--- config.mk ---
export PLATFORM = sky130hd
export DESIGN_NAME = muldiv_unit
export DESIGN_NICKNAME = d
export VERILOG_FILES = /design/src/rtl/muldiv_unit.sv
export SDC_FILE = /design/constraint.sdc
export NUM_CORES = 1
export LEC_CHECK = 0
export CAP_MARGIN = 5
export CORE_UTILIZATION = 50
export DETAILED_ROUTE_END_ITERATION = 16
export PLACE_DENSITY_LB_ADDON = 0.12
export RECOVER_POWER = 50
export SYNTH_ARGS = -nofsm -noshare
export SYNTH_HDL_FRONTEND = slang
export SYNTH_SLANG_ARGS = --single-unit
export TNS_END_PERCENT = 1
--- constraint.sdc ---
create_clock -name Clock -period 4.75 [get_ports Clock]
set_input_delay 0.95 -clock Clock [delete_from_list [all_inputs] [get_ports Clock]]
set_output_delay 0.95 -clock Clock [all_outputs]
set_load 0.02 [all_outputs]
--- src/rtl/muldiv_unit.sv ---
// Iterative RV32M multiply/divide unit: one shift-add or restoring-subtract step
// per clock, with sign handling on entry and exit. Fixed latency for every op.
module muldiv_unit #(
   parameter int WIDTH = 32
) (
   input  logic             Clock,
   input  logic             Reset,
   input  logic             in_valid,
   output logic             in_ready,
   input  logic [2:0]       funct,
   input  logic [WIDTH-1:0] A,
   input  logic [WIDTH-1:0] B,
   input  logic             kill,
   output logic             out_valid,
   input  logic             out_ready,
   output logic [WIDTH-1:0] Out,
   output logic             busy
);

   localparam int CW = $clog2(WIDTH) + 1;

   typedef enum logic [1:0] {
      S_IDLE = 2'd0,
      S_BUSY = 2'd1,
      S_DONE = 2'd2
   } state_e;

   state_e             state_q, state_d;
   logic [CW-1:0]      cnt_q, cnt_d;
   logic [2:0]         funct_q, funct_d;
   logic               neg_q, neg_d;
   logic [WIDTH-1:0]   op_q, op_d;
   logic [2*WIDTH-1:0] acc_q, acc_d;
   logic [WIDTH-1:0]   out_q, out_d;
   logic               out_valid_q, out_valid_d;

   logic               signed_a, signed_b, a_neg, b_neg, b_zero;
   logic [WIDTH-1:0]   mag_a, mag_b;
   logic [WIDTH:0]     mul_sum, div_shift, div_diff;
   logic               div_ge;
   logic [2*WIDTH-1:0] prod_fix;
   logic [WIDTH-1:0]   div_sel, res;

   // Operand signedness: MULHSU/MULHU/DIVU/REMU treat one or both operands as unsigned.
   always_comb begin
      signed_a = funct[2] ? !funct[0] : (funct[1:0] != 2'b11);
      signed_b = funct[2] ? !funct[0] : !funct[1];
      a_neg    = signed_a & A[WIDTH-1];
      b_neg    = signed_b & B[WIDTH-1];
      b_zero   = (B == '0);
      mag_a    = a_neg ? '0 - A : A;
      mag_b    = b_neg ? '0 - B : B;
   end

   // acc_q holds {partial product, multiplier} for mul and {remainder, quotient} for div.
   always_comb begin
      mul_sum   = {1'b0, acc_q[2*WIDTH-1:WIDTH]} + {1'b0, {WIDTH{acc_q[0]}} & op_q};
      div_shift = {acc_q[2*WIDTH-1:WIDTH], acc_q[WIDTH-1]};
      div_diff  = div_shift - {1'b0, op_q};
      div_ge    = div_shift >= {1'b0, op_q};
      prod_fix  = neg_q ? '0 - acc_q : acc_q;
      div_sel   = funct_q[1] ? acc_q[2*WIDTH-1:WIDTH] : acc_q[WIDTH-1:0];
      if (funct_q[2]) begin
         res = neg_q ? '0 - div_sel : div_sel;
      end else begin
         res = (funct_q[1:0] == 2'b00) ? prod_fix[WIDTH-1:0] : prod_fix[2*WIDTH-1:WIDTH];
      end
   end

   always_comb begin
      // NOTE: every _d gets a default first so no path leaves it unassigned and infers a latch.
      state_d     = state_q;
      cnt_d       = cnt_q;
      funct_d     = funct_q;
      neg_d       = neg_q;
      op_d        = op_q;
      acc_d       = acc_q;
      out_d       = out_q;
      out_valid_d = out_valid_q;
      case (state_q)
         S_IDLE: begin
            if (in_valid) begin
               funct_d = funct;
               // Divide-by-zero keeps the all-ones quotient unsigned; remainder follows A.
               neg_d   = funct[2] ? (funct[1] ? a_neg : (a_neg ^ b_neg) & !b_zero)
                                  : (a_neg ^ b_neg);
               op_d    = funct[2] ? mag_b : mag_a;
               acc_d   = {{WIDTH{1'b0}}, funct[2] ? mag_a : mag_b};
               cnt_d   = CW'(WIDTH);
               state_d = S_BUSY;
            end
         end
         S_BUSY: begin
            if (cnt_q != '0) begin
               cnt_d = cnt_q - CW'(1);
               if (funct_q[2]) begin
                  acc_d = div_ge ? {div_diff[WIDTH-1:0], acc_q[WIDTH-2:0], 1'b1}
                                 : {div_shift[WIDTH-1:0], acc_q[WIDTH-2:0], 1'b0};
               end else begin
                  acc_d = {mul_sum, acc_q[WIDTH-1:1]};
               end
            end else begin
               // Sign fix-up gets its own edge after the last step.
               out_d       = res;
               out_valid_d = 1'b1;
               state_d     = S_DONE;
            end
         end
         S_DONE: begin
            if (out_ready) begin
               out_valid_d = 1'b0;
               state_d     = S_IDLE;
            end
         end
         default: state_d = S_IDLE;
      endcase
      if (kill) begin
         state_d     = S_IDLE;
         out_valid_d = 1'b0;
         cnt_d       = '0;
      end
   end

   always_ff @(posedge Clock or posedge Reset) begin
      if (Reset) begin
         state_q     <= S_IDLE;
         cnt_q       <= '0;
         funct_q     <= '0;
         neg_q       <= 1'b0;
         op_q        <= '0;
         acc_q       <= '0;
         out_q       <= '0;
         out_valid_q <= 1'b0;
      end else begin
         // NOTE: non-blocking assignments so every flop samples the pre-edge values.
         state_q     <= state_d;
         cnt_q       <= cnt_d;
         funct_q     <= funct_d;
         neg_q       <= neg_d;
         op_q        <= op_d;
         acc_q       <= acc_d;
         out_q       <= out_d;
         out_valid_q <= out_valid_d;
      end
   end

   assign in_ready  = (state_q == S_IDLE);
   assign busy      = (state_q != S_IDLE);
   assign out_valid = out_valid_q;
   assign Out       = out_q;

endmodule
Yosys cells after proc, flatten, opt, wreduce, memory -nomap -nowiden. Cells that the tools add are included.

Output and inout bits: 35. Input bits: 72. Register bits after elaboration: 141.

Equal/unequal tests: 9. Add/subtract/negate cells: 7. Reduce and logical (&&, ||, !) cells: 17. $lt $le $gt $ge: 1. Muxes and demuxes: 31. Bitwise operators: 6.

Operator list (count): $mux W64 (5); $mux W32 (8); $pmux W64 S2 (1); $sub A1 B32 Y32 const A (3); $sub A1 B64 Y64 const A (1); $add A32 B32 Y33 (1); $ge A33 B32 Y1 (1); $and A32 B32 Y32 (1); $logic_not A32 Y1 (1); $sub A32 B32 Y32 (1); $mux W6 (3); $pmux W6 S2 (1); $reduce_and A3 Y1 (4); $ne A3 B3 Y1 const B (3); $mux W2 (4); $mux W1 (7); $ne A2 B2 Y1 const B (3); $pmux W2 S3 (1); $reduce_bool A3 Y1 (2); $reduce_bool A6 Y1 (1); $sub A6 B1 Y6 const B (1); $logic_not A2 Y1 (2); $reduce_and A2 Y1 (2); $reduce_bool A2 Y1 (2); 8 further kinds (12).

Longest topological paths before layout.
Depth in word-level cells: 7. Gate-level depth with buffers: 16. Mapped depth without buffers: 14.

Worst setup path before layout. OpenSTA, ideal clock, no wires.

Path kind: reg-to-reg. Start point: register funct_q[1]. End point: register out_q[28], in the netlist Out[28]. Cell stages (with the launch flop): 17. Path slack: 562 ps. Data required time: 4667 ps. Arrival time: 4105 ps. Clock period less this slack: 4188 ps. Library setup time: 83 ps. Cells stage by stage: dfrtp_1 > clkbuf_1 > clkbuf_1 > buf_1 > clkbuf_1 > buf_1 > mux2i_1 > ha_1 > o21ai_0 > or2_2 > or3_1 > nand2b_1 > nand2b_1 > o31ai_1 > xor2_1 > a21oi_1 > o21ai_0.

Longest elaborated chain between the ends: 4. Elaborated cells on any way between the ends: 6.

RTL lines: from (decl) (RTL line 30) `logic [2:0] funct_q, funct_d;`; from (signal assigned) (RTL line 138) `funct_q <= funct_d;`; $mux W32 (RTL line 62) `div_sel = funct_q[1] ? acc_q[2*WIDTH-1:WIDTH] : acc_q[WIDTH-1:0];`; $sub A1 B32 Y32 (RTL line 64) `res = neg_q ? '0 - div_sel : div_sel;`; $mux W32 (RTL line 64); $mux W32 (*) (RTL line 63) `if (funct_q[2]) begin`; to (signal assigned) (RTL line 142) `out_q <= out_d;`; to (decl) (RTL line 34) `logic [WIDTH-1:0] out_q, out_d;`.

Mark *: on every way between the ends. The rest lies on a longest branch, timed or not. A chain may end at the register's enable or synchronous reset.

Worst setup path in the final report.
Start point: input in_valid. End point: register acc_q[18].

Longest elaborated chain between the ends: 2.

RTL lines: from (decl) (RTL line 8) `input logic in_valid,`; $ne A2 B2 Y1 (no line); $reduce_and A3 Y1 (no line); to (signal assigned) (RTL line 131) `acc_q <= '0;`; to (signal assigned) (RTL line 141) `acc_q <= acc_d;`; to (decl) (RTL line 33) `logic [2*WIDTH-1:0] acc_q, acc_d;`.

No other way between the ends.

==> impl_metrics.yaml <==
run_status:
  result_of_the_run: "finished, violations left"
  violated_checks: "capacitance limit, slew limit"
setup_path:
  reg2reg_to: "acc_q[61]"
  path_cells: "clkdlybuf4s50_1 > nand2_1 > clkbuf_1 > nand2_1 > o21ai_0 > o22a_1"
  crit_path_start_kind: "input pin"
  crit_fanout: 45
  endpoint_kind: "register"
  critPathKind: "input pin to register"
  timing.critical_path.required_ns: 5.14
  timing.critical_path.to: "acc_q[18]"
  startpoint: "in_valid"
  cell_type_with_the_highest_occurrence_count_on_the_critical_path: "sky130_fd_sc_hd__nand2_1"
  worstReg2RegStart: "acc_q[0]"
  timing.critical_path.slowest_cell_delay_ns: 1.37
  ff2ff_path_depth: 14
  critical-path-slowest-cell: "sky130_fd_sc_hd__clkbuf_1"
  critical_path_arrival_ns: 4.65
  r2r_slack_ns: 0.59
place:
  post-dp-hpwl_mm: 39.0
  pre_cts_slack_ns: 0.654
  placed_area_um2: 16300
  place.gp.congestion: 0.976
  input_output_buffers: 106
  dpl.cell_count: 2427
pwr:
  switching_share_of_power: 0.535
  power_density_nw_per_um2: 801
  p_total_mw: 13.5
  ir_worst_vdd_v: 0.000375
  p_int_mw: 6.28
  p_sw_mw: 7.22
  leakagePower_nw: 7.22
  pwr-share-seq: 0.201
  power.clock.fraction: 0.106
  combinationalPowerShare: 0.694
drt:
  detail_route.vias_per_cell: 6.22
  wl_per_cell_um: 20.7
  detailroute.wirelength.met3_mm: 4.51
  count_of_nets_left_with_antenna_violations_after_detail_routing: 0
  drtPass1Iterations: 6
  drt_iter0_markers: 1455
  dr.max_layer_used: "met5"
  wl_met1_mm: 21.6
  postRouteWirelength_mm: 50.9
  met2WireLength_mm: 22.4
  routed-via-count: 15300
  remaining_drc_errors: 0
clock_tree:
  h-tree-depth: 4
  cts_sinks: 141
  clk-insertion-delay-late_ns: 0.46
  max-clock-path-buffers: 2
  total_cts_buffers: 17
  post-cts-setup-buffer-count: 0
  cts.clk_slew.worst_paths_ns: 0.07
  cts_root_buffer: "sky130_fd_sc_hd__clkbuf_16"
  cts_hold_buf: 0
  post_cts_resize_count: 0
  tritoncts_clock_tree: "done"
job:
  cap_viol_max_count: 2
yosys:
  syn_area_um2: 14900
  syn_nets: 2192
  synth.lib_cells_used.distinct: 74
  synthMostInstantiatedCell: "sky130_fd_sc_hd__nor2_1"
  synth_top_area_frac: 0.236
  synth.largest_area_cell: "sky130_fd_sc_hd__dfrtp_1"
  synth.top_cells.by_count: "sky130_fd_sc_hd__nor2_1, sky130_fd_sc_hd__a21oi_1, sky130_fd_sc_hd__nand2_1"
  post_synth_inst_count: 2048
  synth_async_sr_flop_share: 1.00
  avgSynthCellArea_um2: 7.30
  ys_seq_area_frac: 0.236
  ys_ff_latch: 141
  synth-edff-count: 0
  synth_top_cells_by_area: "sky130_fd_sc_hd__dfrtp_1, sky130_fd_sc_hd__a21oi_1, sky130_fd_sc_hd__xnor2_1"
  synth_warnings: 0
  top_flip_flop_cell_by_instance_count_after_synthesis: "sky130_fd_sc_hd__dfrtp_1"
timing:
  timing.final.max_slew_violations: 143
  layout_min_cycle_time_ns: 4.26
  report.final.hold_viol_count: 0
  final_skew_ns: 0.0139
  layout_worst_path_cycle_share: 0.898
  timing.fmax_mhz: 235
  max-slew-margin-rel: -0.466
  worstMarginPinSlew_ns: 2.20
  timing.setup.tns_ns: 0
  worst_hold_slack_ns: 0.471
  finalWorstSetupSlack_ns: 0.486
  rsz0062_at_grt: "false"
  final-setup-viol-count: 0
floorplan:
  placementRows: 62
  height_of_the_die_um: 175
  horizontal_die_dimension_um: 175
  die_area_um2: 30600
  num_io_pins: 107
  initial_core_util: 0.514
  core_area_um2: 29100
grt:
  antenna_violations_before_repair: 1
  overall_overflow_remaining_after_global_route: 0
  grt_pass1_wl_mm: 79.7
  grt_start_max_net_pins: 97
  groute.usage.overall: 0.335
  first_global_vias: 14300
final_layout:
  stdcell_count: 2459
  drive_above_1_share: 0.0564
  finalInstanceArea_um2: 16800
  num-fill-cells: 2834
  net_count_of_the_finished_layout: 2206
  post-route-util: 0.579
  syn2layout_area_growth_pct: 12.7
  antenna_cells: 0
min_path:
  min_path_type: "register to register"
[layer usage]
| metal | global-route usage | up-vias |
|---|---|---|
| met5 | 0 | - |
| met4 | 0.171 | 2 |
| met3 | 0.0622 | 98 |
| met2 | 0.514 | 710 |
| met1 | 0.447 | 7166 |
| li1 | - | 7326 |
[power groups by stage]
stage          combinational (mW)  sequential, mW  clock (mW)
6_report                     9.36            2.71        1.42
4_1_cts                      9.22            2.67        1.43
3_3_place_gp                 9.05            2.66           0
3_5_place_dp                 9.15            2.69           0
5_1_grt                      10.3            2.76        1.48
2_1_floorplan                7.00            2.23           0
[state kept, by name, summed over array words and instances (netlist names)]
register   count
Out           32
acc_q         64
cnt_q          6
funct_q        3
neg_q          1
op_q          32
out_valid      1
state_q        2
[cell usage in the layout (no fill, tap or decap), types with 38 or more instances in the layout]
cell,netlist,final
sky130_fd_sc_hd__a21o_1,38,38
sky130_fd_sc_hd__a21oi_1,221,221
sky130_fd_sc_hd__buf_4,0,43
sky130_fd_sc_hd__clkdlybuf4s50_1,0,96
sky130_fd_sc_hd__dfrtp_1,141,138
sky130_fd_sc_hd__ha_1,70,70
sky130_fd_sc_hd__inv_1,64,63
sky130_fd_sc_hd__mux2i_1,72,72
sky130_fd_sc_hd__nand2_1,197,197
sky130_fd_sc_hd__nor2_1,237,236
sky130_fd_sc_hd__nor3_1,62,62
sky130_fd_sc_hd__o21ai_0,183,183
sky130_fd_sc_hd__xnor2_1,112,112
sky130_fd_sc_hd__xor2_1,90,90
[worst max-delay path, delay by kind of cell]
kind	cells	cell delay [ns]
buffers and inverters	2	1.81
AO/OA/AOI/OAI	2	0.75
AND/OR/NAND/NOR	2	1.14
[worst min path at each step]
stage | slack [ns] | from | cells past startpoint | end
after floorplan | 0.45 | op_q[11] | 2 | op_q[11]
final | 0.47 | Out[3] | 2 | Out[3]
after detailed placement | 0.47 | Out[3] | 2 | Out[3]
after global routing | 0.50 | Out[23] | 2 | Out[23]
after CTS | 0.48 | Out[3] | 2 | Out[3]
after global placement | 0.46 | Out[3] | 2 | Out[3]
[kinds of logic (layout without fill, tap and decap cells)]
logic type | count (synthesis) | count (layout) | share of synthesized area
AOI/OAI and AO/OA | 651 | 651 | 0.265
xor gates and xnor gates | 202 | 202 | 0.118
adders and majority gates | 72 | 72 | 0.0613
buffers and inverters | 221 | 248 | 0.0568
DFF | 141 | 141 | 0.236
muxes | 78 | 78 | 0.0527
and+or+nand+nor | 683 | 683 | 0.210
[layout make-up]
class	count	area, um2	area share
Clock inverter	13	165	0.00981
Tap cell	384	480	0.0285
Inverter	64	244	0.0145
Sequential cell	141	3530	0.210
Timing Repair Buffer	152	1390	0.0826
Clock buffer	19	433	0.0257
Multi-Input combinational cell	1686	10600	0.629
(Power assumes the default switching activity.)
